### src/rtl/alu_result_stage.sv
// Elastic registered output stage behind the 8-bit ALU: small FIFO, status flags, sticky divide-by-zero error.
// Optional build macro RESULT_STAGE_PERF_EN adds saturating pop/stall performance counters.
module alu_result_stage #(
  parameter int DATA_W = 8,
  parameter int SEL_W  = 4,
  parameter int DEPTH  = 2
) (
  input  logic              clk,
  input  logic              rst_n,
  input  logic              in_valid,
  output logic              in_ready,
  input  logic [DATA_W-1:0] alu_out,
  input  logic              carry_out,
  input  logic [SEL_W-1:0]  alu_sel,
  input  logic [DATA_W-1:0] operand_b,
  output logic              res_valid,
  input  logic              res_ready,
  output logic [DATA_W-1:0] res_data,
  output logic              res_carry,
  output logic              res_zero,
  output logic              res_neg,
  output logic [SEL_W-1:0]  res_op,
  output logic              res_div0,
  output logic              err_div0,
`ifdef RESULT_STAGE_PERF_EN
  output logic [15:0]       perf_results,
  output logic [15:0]       perf_stalls,
`endif
  input  logic              err_clr
);

  localparam int PTR_W = (DEPTH > 1) ? $clog2(DEPTH) : 1;
  localparam int CNT_W = $clog2(DEPTH + 1);
  localparam logic [SEL_W-1:0] OP_ADD = SEL_W'(0);
  localparam logic [SEL_W-1:0] OP_DIV = SEL_W'(3);
  localparam logic [CNT_W-1:0] CNT_FULL = CNT_W'(DEPTH);

  typedef struct packed {
    logic [SEL_W-1:0]  op;
    logic [DATA_W-1:0] data;
    logic              carry;
    logic              zero;
    logic              neg;
    logic              div0;
  } entry_t;

  entry_t            mem_q [DEPTH];
  entry_t            hold_q, hold_d;
  entry_t            in_entry;
  entry_t            head;
  logic [PTR_W-1:0]  wr_ptr_q, wr_ptr_d;
  logic [PTR_W-1:0]  rd_ptr_q, rd_ptr_d;
  logic [CNT_W-1:0]  cnt_q, cnt_d;
  logic              err_q, err_d;
  logic              push, pop;

  assign in_ready  = (cnt_q != CNT_FULL);
  assign res_valid = (cnt_q != '0);
  assign push      = in_valid && in_ready;
  assign pop       = res_valid && res_ready;

  // Build the stored entry; a divide by zero is reported as all-ones data.
  always_comb begin
    in_entry       = '0;
    in_entry.op    = alu_sel;
    in_entry.div0  = (alu_sel == OP_DIV) && (operand_b == '0);
    in_entry.data  = in_entry.div0 ? '1 : alu_out;
    in_entry.carry = (alu_sel == OP_ADD) ? carry_out : 1'b0;
    in_entry.zero  = (in_entry.data == '0);
    in_entry.neg   = in_entry.data[DATA_W-1];
  end

  // NOTE: the storage array has no reset; it is only ever read while count > 0,
  // and the empty case is served from the reset-cleared hold register instead.
  always_ff @(posedge clk) begin
    if (push) mem_q[wr_ptr_q] <= in_entry;
  end

  always_comb begin
    wr_ptr_d = wr_ptr_q;
    rd_ptr_d = rd_ptr_q;
    cnt_d    = cnt_q;
    hold_d   = hold_q;
    if (push) wr_ptr_d = wr_ptr_q + PTR_W'(1);
    if (pop) begin
      rd_ptr_d = rd_ptr_q + PTR_W'(1);
      hold_d   = mem_q[rd_ptr_q];
    end
    case ({push, pop})
      2'b10:   cnt_d = cnt_q + CNT_W'(1);
      2'b01:   cnt_d = cnt_q - CNT_W'(1);
      default: cnt_d = cnt_q;
    endcase
  end

  // Set has priority over clear so a divide-by-zero is never lost.
  always_comb begin
    err_d = err_q;
    if (push && in_entry.div0) err_d = 1'b1;
    else if (err_clr)          err_d = 1'b0;
  end

  // NOTE: sequential state uses non-blocking assignments only, so every
  // register samples the pre-edge value of its neighbours.
  always_ff @(posedge clk or negedge rst_n) begin
    if (!rst_n) begin
      wr_ptr_q <= '0;
      rd_ptr_q <= '0;
      cnt_q    <= '0;
      hold_q   <= '0;
      err_q    <= 1'b0;
    end else begin
      wr_ptr_q <= wr_ptr_d;
      rd_ptr_q <= rd_ptr_d;
      cnt_q    <= cnt_d;
      hold_q   <= hold_d;
      err_q    <= err_d;
    end
  end

  assign head      = res_valid ? mem_q[rd_ptr_q] : hold_q;
  assign res_data  = head.data;
  assign res_carry = head.carry;
  assign res_zero  = head.zero;
  assign res_neg   = head.neg;
  assign res_op    = head.op;
  assign res_div0  = head.div0;
  assign err_div0  = err_q;

`ifdef RESULT_STAGE_PERF_EN
  logic [15:0] perf_results_q, perf_results_d;
  logic [15:0] perf_stalls_q, perf_stalls_d;

  always_comb begin
    perf_results_d = perf_results_q;
    perf_stalls_d  = perf_stalls_q;
    if (pop && (perf_results_q != 16'hFFFF))
      perf_results_d = perf_results_q + 16'd1;
    if (in_valid && !in_ready && (perf_stalls_q != 16'hFFFF))
      perf_stalls_d = perf_stalls_q + 16'd1;
  end

  always_ff @(posedge clk or negedge rst_n) begin
    if (!rst_n) begin
      perf_results_q <= '0;
      perf_stalls_q  <= '0;
    end else begin
      perf_results_q <= perf_results_d;
      perf_stalls_q  <= perf_stalls_d;
    end
  end

  assign perf_results = perf_results_q;
  assign perf_stalls  = perf_stalls_q;
`endif

endmodule

### config.mk
export PLATFORM = sky130hd
export DESIGN_NAME = alu_result_stage
export DESIGN_NICKNAME = d
export VERILOG_FILES = /design/src/rtl/alu_result_stage.sv
export SDC_FILE = /design/constraint.sdc
export NUM_CORES = 1
export LEC_CHECK = 0
export ABC_AREA = 1
export BUFFER_PORTS_ARGS = -buffer_cell sky130_fd_sc_hd__buf_4
export CAP_MARGIN = 20
export CORE_ASPECT_RATIO = 0.9
export CORE_MARGIN = 2
export CORE_UTILIZATION = 54
export CTS_CLUSTER_SIZE = 28
export DETAILED_ROUTE_END_ITERATION = 6
export GPL_TIMING_DRIVEN = 0
export PLACE_DENSITY = 0.78
export SETUP_SLACK_MARGIN = 0.3
export SYNTH_ARGS = -nofsm -noshare
export SYNTH_HDL_FRONTEND = slang
export SYNTH_SLANG_ARGS = --single-unit
### constraint.sdc
create_clock -name clk -period 2.2 [get_ports clk]
set_input_delay 0.44 -clock clk [delete_from_list [all_inputs] [get_ports clk]]
set_output_delay 0.44 -clock clk [all_outputs]
set_load 0.05 [all_outputs]
* Word level (Yosys, flattened, before mapping)
Memory sizes are Yosys's and may differ from the RTL's. Index checks and enable logic that the tools add are counted.
Cells by class: add/subtract/negate cells 4, $mul 0, divide/modulo/power cells 0, magnitude comparators 0, equality and inequality tests 4, shift-type cells 0, multiplexer cells 8, bitwise logic cells 0, reductions and logical operators 10
Operator list (count):
- 8-bit logical NOT | 2
- 16-bit 2-to-1 mux | 1
- 8-bit 2-to-1 mux | 1
- 2-bit nonzero test | 3
- 1-bit 2-to-1 mux | 5
- 4-bit by 2-bit == test with 1-bit output, second input constant | 1
- 1-bit logical AND | 4
- 4-bit logical NOT | 1
- 2-bit one-hot mux with 2 select lines | 1
- 1-bit adder, second input constant | 2
- 2-bit by 1-bit adder with 2-bit output, second input constant | 1
- 2-bit by 1-bit == test with 1-bit output, second input constant | 1
- 2-bit == test, second input constant | 1
- 2-bit != test, second input constant | 1
- 2-bit by 1-bit subtractor with 2-bit output, second input constant | 1
Word-level totals: register bits after elaboration 21, latch bits 0, bits in writable memories 32, ROM bits 0, bits of input ports 26, output and inout bits 19, logic and storage cells 37, memories 1
Memory list:
- mem_q | depth 2, width 16, read ports 1, clocked after memory_dff 0, wr ports 1, RTL line 47 | entry_t mem_q [DEPTH];

* Depth between registers and ports, before layout
depth in word-level cells 4, mapped depth 8, gate-level depth less buffers 7

* Least setup slack after synthesis
No wires, ideal clock.
kind reg2out, start point register cnt_q[0], end point output port res_data[7], arrival 2.356 ns, required time 1.760 ns, path slack -0.596 ns, stages on the path, launching flop included 6, path buffers 2, path through dfrtp_1 > inv_2 > nand2_2 > buf_2 > o21ai_0 > buf_4
Between the ends: cells in the longest elaborated chain, start to end 2
Ends and longest elaborated chain:
- start, declared | RTL line 53 | logic [CNT_W-1:0] cnt_q, cnt_d;
- start signal, assigned | RTL line 115 | cnt_q <= cnt_d;
- 2-bit nonzero test | RTL line 58 | assign res_valid = (cnt_q != '0);
- named net res_valid | RTL line 16 | output logic res_valid,
- 16-bit 2-to-1 mux | RTL line 121 | assign head = res_valid ? mem_q[rd_ptr_q] : hold_q;
- end, declared | RTL line 18 | output logic [DATA_W-1:0] res_data,
The timed path passes the listed nets, and every way through them passes these cells.

* Worst setup path after layout
start point register rd_ptr_q, end point output port res_data[7]
Between the ends: cells in the longest elaborated chain, start to end 2
Ends and longest elaborated chain:
- start, declared | RTL line 52 | logic [PTR_W-1:0] rd_ptr_q, rd_ptr_d;
- start signal, assigned | RTL line 114 | rd_ptr_q <= rd_ptr_d;
- memory 2 x 16 bit
- 16-bit 2-to-1 mux | RTL line 121
Every way passes these cells.

==> reports/metrics.yaml <==
min_path:
  hold_path_class: "in2reg"
  hold_depth: 2
clock_network:
  path_clk_slew_ns: 0.10
  cts_tree: "built"
  cts_num_sinks: 50
  htreeDepth: 2
  ctsLongestPathBuffers: 2
  insertion_delay_ns: 0.31
  numCtsBuffers: 5
  root_buffer: "clkbuf_8"
cells_and_area:
  fin_cells: 360
  n_antenna_cell: 0
  area_delta_synth_final_pct: 38.55
  finalCoreUtilization_pct: 78.28
  drive_gt1_share_pct: 49.04
  nNetsFinal: 338
logic_synthesis:
  yosys_register_bits: 50
  syn_nets: 262
  syn_inst: 235
  ys_seq_area_share_pct: 60.48
  syn_area_per_cell_um2: 9.861
  synth_area_um2: 2317
  ys.warnings.count: 0
  synth_cell_types: 24
timing:
  hold_viol: 0
  tightest_slew_ns: 0.8102
  clock_skew_ns: 0.005777
  min_period_ns: 1.957
  fmax_mhz: 511.0
  period_share_pct: 88.96
  slew_violations: 0
  relSlewSlack_pct: 45.93
  finalSetupViolCount: 0
  rsz0062_at_grt: "yes"
worst_setup_path:
  cpMaxStageDelayCell: "dfrtp_1"
  path_class: "reg2out"
  cp.depth: 9
  critPathLaunchType: "flip-flop"
  worstRegToRegCells: 13
  worstPathCellList: "buf_6 -> inv_8 -> buf_6 -> nand2_4 -> nand2_4 -> nand2_2 -> o21ai_2 -> buf_4 -> buf_8"
  arrival_ns: 1.52
  critical_path.top_delay_family: "buffers and inverters"
  crit_path_max_fanout: 5
  slowest_delay_ns: 0.40
  critPathBufInv: 5
  critPathRequiredTime_ns: 1.76
  endpoint_kind: "output port"
power_and_ir_drop:
  power.total_uw: 5480
  max-vdd-ir-drop_uv: 789.9
  powerDensity_nw_per_um2: 1707
  leakage_uw: 0.001522
grt:
  grt_remaining_overflow: 0
  grt_antenna_before_repair: 0
  grt_max_degree: 21
  track_usage_pct: 22.69
  grt_pass1_vias: 1681
  grt_pass1_wl_mm: 8.045
run:
  drv_cap: 0
place:
  dp_cells: 327
  port-buffer-count: 44
  place.detailed.hpwl_mm: 3.269
  gp_congestion: 0.7980
floorplan:
  ios: 45
  core_um2: 4101
  die_area_um2: 4832
  die_h_um: 66.15
  initial_core_util_pct: 56.50
  die_w_um: 73.05
  num_rows: 22
route:
  drt_iter0_markers: 110
  vias: 1823
  routed_wl_mm: 5.275
  ant_nets: 0
  drt-wirelength-per-cell_um: 14.65
  via_per_inst: 5.064
  drc: 0
  dr.pass1.iters: 4
run_status:
  outcome: "finished, final reports clean"
repair_timing:
item	in CTS	in global routing
setup endpoints to repair	17	19
resized for setup	38	30
endpoints found under the hold margin	0	3
pin swaps	6	7
hold buffers	0	1
cloned	1	0
buffers inserted	21	2
synthesized netlist by cell type, drive strengths merged:
cell	number	share of area, %
o21a	1	0.65
inv	30	4.9
a21oi	1	0.22
nor3	2	0.65
and3	1	0.27
o21ai	32	9.3
dfrtp	20	22
nand3	1	0.22
nand2	90	15
edfxtp	30	39
nand4	1	0.27
xor2	2	0.76
nor2	12	2.2
buf	10	4.2
xnor2	1	0.38
ha	1	0.54
cell type report:
class / instances / area [um^2]
Sequential cell: 50 / 1403
Fill cell: 261 / 890.9
Multi-Input combinational cell: 145 / 847.1
Timing Repair Buffer: 69 / 584.3
Inverter: 30 / 120.1
Buffer: 10 / 106.4
Clock buffer: 6 / 72.57
Tap cell: 48 / 60.06
Clock inverter: 2 / 17.52
kinds of logic (layout without fill, tap and decap cells):
family / after synthesis / after routing / synth area share (%)
adders and majority gates: 1 / 1 / 0.5399
and+or+nand+nor: 107 / 107 / 18.57
xor gates and xnor gates: 3 / 3 / 1.134
AOI/OAI and AO/OA: 34 / 34 / 10.20
DFF: 50 / 50 / 60.47
buffers and inverters: 40 / 117 / 9.071
path summary, 6_finish.rpt:
path / startpoint / end / slack, ns
setup / recovery: rd_ptr_q / res_data[7] / 0.24
hold reg to reg: hold_q[3] / hold_q[3] / 0.53
hold / removal: err_clr / err_div0 / 0.31
max in group asynchronous: rst_n / cnt_q[0] / 1.43
min in group asynchronous: rst_n / hold_q[3] / 0.54
setup reg to reg: rd_ptr_q / hold_q[2] / 0.29
per-stage QoR:
stage | instance area, um^2 | setup TNS, ns | worst slack [ns] | hold slack (ns)
2_1_floorplan | 2354 | -0.2471 | -0.04118 | 0.1444
3_3_place_gp | 2744 | 0 | 0.4283 | 0.3402
3_5_place_dp | 2744 | 0 | 0.4098 | 0.3402
4_1_cts | 3093 | 0 | 0.2318 | 0.007216
5_1_grt | 3211 | 0 | 0.1797 | 0.2993
6_report | 3211 | 0 | 0.2429 | 0.3128
routing by layer:
layer  up-vias  track usage, %  part of all wire, %
met4         0           8.102                 0.97
li1        897               -                    -
met3         7           5.640                  6.4
met2        67           35.70                   50
met5         -               0                    0
met1       852           30.54                   42
registers in the layout, summed over array words and instances (netlist names):
signal and cells:
mem_q 30, hold_q 15, cnt_q 2, err_div0 1, rd_ptr_q 1, wr_ptr_q 1
layout by cell type, fill, tap and decap left out, types with 5 or more instances in the layout:
cell,synthesis,routed
clkbuf_8,0,5
nand2_1,86,60
buf_6,4,20
buf_4,3,56
nor2_1,10,9
o21ai_2,15,28
nand2_4,0,5
edfxtp_1,30,30
inv_1,27,26
nand2_2,4,25
dfrtp_1,20,19
report_power, final:
group | internal [uW] | total [uW] | switching (uW) | leakage (uW)
registers | 1310 | 1410 | 99.3 | 0.000527
clock network | 231 | 552 | 321 | 0.0000458
logic | 1340 | 3510 | 2170 | 0.000950
(Power assumes the default switching activity.)
